`config.mk`:
```
export PLATFORM = sky130hd
export DESIGN_NAME = mem_initiator
export DESIGN_NICKNAME = d
export VERILOG_FILES = /design/src/rtl/mem_initiator.sv
export SDC_FILE = /design/constraint.sdc
export NUM_CORES = 1
export LEC_CHECK = 0
export ABC_AREA = 1
export CORE_ASPECT_RATIO = 2
export CORE_MARGIN = 1
export CORE_UTILIZATION = 42
export CTS_BUF_LIST = sky130_fd_sc_hd__clkbuf_8
export DETAILED_ROUTE_END_ITERATION = 10
export PLACE_DENSITY = 0.85
export SETUP_SLACK_MARGIN = 0.3
export SLEW_MARGIN = 0
export SYNTH_ARGS = -nofsm -noshare
export SYNTH_HDL_FRONTEND = slang
export SYNTH_SLANG_ARGS = --single-unit
```
`constraint.sdc`:
```
create_clock -name clk -period 2 [get_ports clk]
set_input_delay 0.4 -clock clk [delete_from_list [all_inputs] [get_ports clk]]
set_output_delay 0.4 -clock clk [all_outputs]
set_load 0.05 [all_outputs]
```
`src/rtl/mem_initiator.sv`:
```
// Single-master request/acknowledge bus initiator for the KV10 execute unit.
// Optional ack timeout enabled by defining MEM_TIMEOUT_EN.
module mem_initiator #(
    parameter int ADDR_W  = 18,
    parameter int WORD_W  = 36,
    parameter int TIMEOUT = 255
) (
    input  logic              clk,
    input  logic              reset_n,
    input  logic              req_valid,
    output logic              req_ready,
    input  logic [1:0]        req_op,
    input  logic [ADDR_W-1:0] req_addr,
    input  logic [WORD_W-1:0] req_wdata,
    input  logic              req_user,
    output logic              rsp_valid,
    output logic [WORD_W-1:0] rsp_rdata,
    output logic              rsp_err,
    output logic              rpw_hold,
    output logic [ADDR_W-1:0] mem_addr,
    output logic              mem_read,
    output logic              mem_write,
    output logic [WORD_W-1:0] mem_write_data,
    output logic              mem_user,
    input  logic [WORD_W-1:0] mem_read_data,
    input  logic              mem_ack
);

    typedef enum logic [2:0] {IDLE, RD_WAIT, WR_WAIT, GAP, RPW_HOLD} state_t;

    state_t state;
    logic   rpw_rd;

`ifdef MEM_TIMEOUT_EN
    localparam int TW = $clog2(TIMEOUT + 1);
    logic [TW-1:0] wait_cnt;
`endif

    always_ff @(posedge clk) begin
        if (!reset_n) begin
            state          <= IDLE;
            req_ready      <= 1'b1;
            rsp_valid      <= 1'b0;
            rsp_rdata      <= '0;
            rsp_err        <= 1'b0;
            rpw_hold       <= 1'b0;
            mem_addr       <= '0;
            mem_read       <= 1'b0;
            mem_write      <= 1'b0;
            mem_write_data <= '0;
            mem_user       <= 1'b0;
            rpw_rd         <= 1'b0;
`ifdef MEM_TIMEOUT_EN
            wait_cnt       <= '0;
`endif
        end else begin
            rsp_valid <= 1'b0;
            case (state)
                IDLE: begin
                    if (req_valid && req_ready) begin
                        if (req_op == 2'b11) begin
                            rsp_valid <= 1'b1;
                            rsp_err   <= 1'b1;
                            rsp_rdata <= '0;
                        end else begin
                            mem_addr       <= req_addr;
                            mem_write_data <= req_wdata;
                            mem_user       <= req_user;
                            req_ready      <= 1'b0;
`ifdef MEM_TIMEOUT_EN
                            wait_cnt       <= '0;
`endif
                            if (req_op == 2'b01) begin
                                mem_write <= 1'b1;
                                rpw_rd    <= 1'b0;
                                state     <= WR_WAIT;
                            end else begin
                                mem_read <= 1'b1;
                                rpw_rd   <= (req_op == 2'b10);
                                state    <= RD_WAIT;
                            end
                        end
                    end
                end
                RD_WAIT, WR_WAIT: begin
                    if (mem_ack) begin
                        mem_read  <= 1'b0;
                        mem_write <= 1'b0;
                        rsp_valid <= 1'b1;
                        rsp_err   <= 1'b0;
                        rsp_rdata <= (state == RD_WAIT) ? mem_read_data : '0;
                        if (state == RD_WAIT && rpw_rd) begin
                            // Bus address/user stay latched for the write phase.
                            state     <= RPW_HOLD;
                            rpw_hold  <= 1'b1;
                            req_ready <= 1'b1;
                        end else begin
                            state <= GAP;
                        end
                    end
`ifdef MEM_TIMEOUT_EN
                    else if (wait_cnt == TW'(TIMEOUT - 1)) begin
                        mem_read  <= 1'b0;
                        mem_write <= 1'b0;
                        rsp_valid <= 1'b1;
                        rsp_err   <= 1'b1;
                        rsp_rdata <= '0;
                        state     <= GAP;
                    end else begin
                        wait_cnt <= wait_cnt + 1'b1;
                    end
`endif
                end
                GAP: begin
                    state     <= IDLE;
                    req_ready <= 1'b1;
                end
                RPW_HOLD: begin
                    if (req_valid) begin
                        if (req_op == 2'b01) begin
                            mem_write_data <= req_wdata;
                            mem_write      <= 1'b1;
                            rpw_hold       <= 1'b0;
                            rpw_rd         <= 1'b0;
                            req_ready      <= 1'b0;
`ifdef MEM_TIMEOUT_EN
                            wait_cnt       <= '0;
`endif
                            state          <= WR_WAIT;
                        end else begin
                            rsp_valid <= 1'b1;
                            rsp_err   <= 1'b1;
                            rsp_rdata <= '0;
                        end
                    end
                end
                default: state <= IDLE;
            endcase
        end
    end

endmodule

```
==> results.sh <==
export IMPL_status="completed"
export IMPL_clock_tree_buffer_depth=2
export IMPL_clkSlewWorstSetupHoldPaths_ns=0.10
export IMPL_critical_path_top_delay_family="buffers and inverters"
export IMPL_detail_route_wirelength_mm=12.2
export IMPL_remaining_global_route_overflow=0
export IMPL_timing_hold_worst_class="reg -> reg"
export IMPL_cell_count_after_placement=852
export IMPL_hold_violations=0
export IMPL_synth_largest_type_area_fraction_pct=49.6
export IMPL_master_cell_of_the_clock_root_buffer="sky130_fd_sc_hd__clkbuf_8"
export IMPL_worst_slack_ns=0.334
export IMPL_synth_seq_area_share_pct=49.6
export IMPL_critical_path_arrival_ns=1.27
export IMPL_fin_crit_sh_pct=83.3
export IMPL_grt_max_degree=53
export IMPL_yosysUniqueCellTypes=25
export IMPL_die_area_um2=10100
export IMPL_grt_util_all_layers_pct=24.0
export IMPL_timing_critical_path_slowest_stage_cell="sky130_fd_sc_hd__dlygate4sd2_1"
export IMPL_path_class="reg -> out"
export IMPL_ys_warn_count=0
export IMPL_dr_pass1_iters=5
export IMPL_worstSetupPathDepth=1
export IMPL_gp_congestion=0.902
export IMPL_synth_area_leader_cell="sky130_fd_sc_hd__dfxtp_1"
export IMPL_initial_core_utilization_pct=43.4
export IMPL_critPathMaxStageDelay_ns=0.55
export IMPL_holdBufCountCts=0
export IMPL_post_synth_instance_area_um2=4070
export IMPL_ys_ff_latch=101
export IMPL_slew_viol_final=0
export IMPL_numPortBuffers=193
export IMPL_final_fill_count=809
export IMPL_worstSkewPairLatency_ns=0.37
export IMPL_synthToLayoutAreaGrowth_pct=54.0
export IMPL_htreeDepth=3
export IMPL_syn_instance_count=577
export IMPL_final_common_cell="sky130_fd_sc_hd__nor2_1"
export IMPL_synthesis_nets=674
export IMPL_core_area_um2=9380
export IMPL_power_per_unit_of_standard_cell_area_nw_per_um2=1730
export IMPL_die_w_um=71.6
export IMPL_main_area_contributors_after_synthesis="sky130_fd_sc_hd__dfxtp_1 (50%), sky130_fd_sc_hd__nor2_1 (18%), sky130_fd_sc_hd__nand2_1 (11%)"
export IMPL_grt_antenna_before_repair=0
export IMPL_row_count=50
export IMPL_max_freq_mhz=600
export IMPL_ff2ff_path_depth=8
export IMPL_fp_dieH_um=141
export IMPL_most_common_layout_cells="sky130_fd_sc_hd__nor2_1 (191), sky130_fd_sc_hd__nand2_1 (123), sky130_fd_sc_hd__dfxtp_1 (98), sky130_fd_sc_hd__clkdlybuf4s50_1 (95), sky130_fd_sc_hd__dlygate4sd2_1 (70)"
export IMPL_fraction_of_layout_cells_with_a_size_suffix_above_1_pct=7.30
export IMPL_crit_chain="dlygate4sd2_1"
export IMPL_finClkSkew_ns=0.0168
export IMPL_setup_violations_final=0
export IMPL_finalNonFillerCells=871
export IMPL_worst_slew_margin_rel_pct=63.1
export IMPL_worstSetupStartpointType="register"
export IMPL_rsz0062_at_grt="no"
export IMPL_nNetsFinal=859
export IMPL_worst_r2r_setup_slack_ns=0.45
export IMPL_cp_num_buf_inv=1
export IMPL_io_pins=194
export IMPL_starting_drt_drc_count=247
export IMPL_hold_depth=2
export IMPL_tritoncts_num_sinks=101
export IMPL_p_leak_nw=3.02
export IMPL_routed_via_count=4332
export IMPL_place_ws_ns=-0.0404
export IMPL_routed_wire_length_per_instance_um=14.0
export IMPL_route_detailed_vias_per_inst=4.97
export IMPL_hpwlAfterDp_mm=9.00
export IMPL_timing_worst_slew_pin_value_ns=0.556
export IMPL_worst_ir_drop_vdd_mv=0.930
export IMPL_critical_path_endpoint_type="output port"
export IMPL_grt_pass1_wl_mm=19.2
export IMPL_cts_made_buffers=9
export IMPL_tritoncts="built"
export IMPL_drc=0
export IMPL_antenna_cells=0
export IMPL_grt_pass1_vias=4245
export IMPL_max_cap_viol_count=0
export IMPL_synth_area_per_cell_um2=7.06
export IMPL_finalWorstPathRequiredPeriod_ns=1.67
export IMPL_detail_route_antenna_nets=0
export IMPL_critPathRequiredTime_ns=1.60
export IMPL_crit_fanout=2
[cell families (layout without fill, tap and decap cells)]
group,after synthesis,after routing,share of synthesized area [%]
DFF,101,101,49.6
buffers and inverters,59,249,7.37
AOI/OAI and AO/OA,75,75,9.52
and+or+nand+nor,342,342,33.5
[synthesized netlist by cell type (all sizes together)]
master	count
a21boi	1
a21oi	4
buf	23
clkbuf	10
dfxtp	101
inv	26
nand2	129
nand3	16
nand3b	1
nand4	1
nor2	193
nor3	2
o21ai	69
o21bai	1
[through the flow]
step	total power, W	hold WS (ns)	setup TNS (ns)	utilization (%)	cell area (um^2)
floorplan	0.00761	0.482	0	-	4070
global placement	0.00954	0.439	0	64.8	6080
detailed placement	0.00975	0.455	-0.0567	64.8	6080
CTS	0.0107	0.456	0	66.0	6200
global route	0.0115	0.484	0	66.8	6270
finish	0.0108	0.470	0	66.8	6270
[sequential cells by signal, summed over array words and instances (netlist names)]
signal          count
mem_write_data     36
rsp_rdata          36
rsp_err             1
mem_read            1
mem_write           1
state               3
rsp_valid           1
rpw_rd              1
rpw_hold            1
req_ready           1
mem_user            1
mem_addr           18
[power by group]
part	total, W	switching (W)	internal (W)
sequential	0.00312	0.000389	0.00273
clock	0.00146	0.000742	0.000722
combinational	0.00625	0.00441	0.00184
[routing by layer]
layer	global-route usage [%]	wire [um]	vias up
li1	-	-	2151
met1	23.8	4370	1977
met2	45.1	6750	169
met3	4.76	622	35
met4	13.1	459	0
met5	0	0	-
[final cells by class]
class	count	area (um^2)	area share [%]
clock buffer	9	124	1.97
clock inverter	7	104	1.66
inverter	26	103	1.64
multi-input combinational	417	1750	27.9
sequential	101	2030	32.3
tap	104	130	2.07
timing repair buffer	207	2040	32.5
[repair_timing]
item                       4_1_cts  5_1_grt
cloned                           0        1
setup endpoints to repair       97       76
resized for setup              101       35
pin swaps                        0        1
setup buffers                    0        2
[worst paths after layout]
check,start,endpoint
worst max register to register,state[2],rsp_err
worst max-delay path,rsp_rdata[4],rsp_rdata[4]
worst min-delay path,mem_read,mem_read
worst min register to register,mem_read,mem_read
Note: power is estimated with default switching activity, not from simulation.
==> RTL change, RTL diff (config.mk and constraints unchanged) <==
Reset style: asynchronous (`reset_n`), changed in one clocked block.
--- a/src/rtl/mem_initiator.sv
+++ b/src/rtl/mem_initiator.sv
@@ -38,3 +38,3 @@
 
-    always_ff @(posedge clk) begin
+    always_ff @(posedge clk or negedge reset_n) begin
         if (!reset_n) begin
Function: differs if reset_n is asserted again (counterexample within 4 cycles, from zero or initial values and one cycle with reset_n low); with reset_n held inactive, the same outputs for 4 cycles.
==> RTL change against the original RTL <==
- sequential share of layout area rose by 5.9 points
- setup slack improved by 0.011 ns
- design area grew 5.7%
- critical endpoint is now mem_write_data[34]
- clock skew is 0.0019 ns lower
- sequential cell count unchanged
- synthesized area is 9.2% higher
- register-to-register slack got worse by 0.05 ns
- combinational power increased by 22%
- wire length down 5.7%
- largest power group unchanged
- power is 13% higher
==> RTL change: results (changes against the original RTL) <==
- # Post-CTS Setup Buffers: 3 (+3)
- NonClk Buf Share: 30.8% (-1.6 points)
- Status: finished, final reports clean
- Global-route wire length before repair: 17800 microns (-7.0%)
- Synth Flop Type: dfrtp_1
- Placed insts: 802 (-5.9%)
- Yosys cell types: 26 (+4.0%)
- Clk_skew: 0.0148 ns (-0.00194 ns)
- Pre-CTS setup slack: 0.0519 ns (+0.0923 ns)
- DP Area: 6520 sq um (+7.1%)
- Non-Filler Instances: 823 (-5.5%)
- Pleak: 3.30 nW (+9.1%)
- Synthesized net count: 578 (-14%)
- Die ar.: 11000 sq um (+9.0%)
- Layout cells sized above 1: 15.7% (+8.4 points)
- Seq cells: 101 (unchanged)
- Worst VDD drop: 0.00124 V (+34%)
- Multi-input gates: 255 (-39%)
- CP max stage delay: 0.53 ns (-0.02 ns)
- Main area contributors after synthesis: dfrtp_1 56%, inv_1 8.2%, nand2_1 7.3%, o21ai_2 6.1%, nand3_1 4.9%
- Sequential cell area: 2530 sq um (+25%)
- Clk cell area share: 2.64% (-0.99 points)
- Final nets: 780 (-9.2%)
- GP Congestion: 0.904 (+0.19%)
- Post-CTS sizing: 102 (+0.99%)
- Area of the multi-input gates: 1330 sq um (-24%)
- FFs w/ async S/R, synth: 100% (+100 points)
- HPWL Detailed: 8860 microns (-1.6%)
- Fillers: 847 (+4.7%)
-- RTL change: changes by cell type after synthesis, moves of 10 or more --
cell,before,now
nand2_1,123,86
o21ai_2,2,31
o21ai_1,49,35
nand3_1,14,44
dfrtp_1,0,100
nor2_1,191,7
o21ai_0,18,34
dfxtp_1,101,0
buf_6,6,16
inv_1,20,97
-- RTL change: per-stage QoR --
stage | util [%] | hold WS (ns) | power, mW
after global routing | 64.9 | 0.519 | 13.0
after global placement | 63.8 | 0.352 | 11.3
final | 64.9 | 0.488 | 12.3
after detailed placement | 63.8 | 0.350 | 11.5
after floorplan | - | 0.104 | 8.99
after CTS | 64.8 | 0.484 | 12.2
-- RTL change: path summary, 6_finish.rpt --
check | from | depth (start not counted) | to | slack (ns)
max | mem_write_data[34] | 1 | mem_write_data[34] | 0.35
min | req_ready | 2 | req_ready | 0.49
max reg2reg | state[1] | 8 | rsp_rdata[14] | 0.40
min reg2reg | req_ready | 2 | req_ready | 0.49
max in group asynchronous | reset_n | 3 | mem_write_data[2] | 0.85
min in group asynchronous | reset_n | 2 | rsp_rdata[35] | 0.50
-- RTL change: power breakdown --
group          total (mW)  leakage [nW]  switching (mW)  internal (mW)
Clock                1.15        0.0904           0.696          0.459
Sequential           3.47          1.29           0.519           2.95
Combinational        7.63          1.91            5.37           2.26
Total                12.3          3.30            6.59           5.67
-- RTL change: cell families after synthesis --
kind of cell	count (synthesis)
buffers and inverters	125
flip-flops	101
AND/OR/NAND/NOR	149
AO/OA/AOI/OAI	106
-- RTL change: layer usage --
layer	share of wire [%]	GRT usage, %	vias up
met1	36	22.0	1811
li1	-	-	1900
met3	6.2	4.77	36
met5	0	0	-
met2	54	37.4	188
met4	3.6	11.9	0
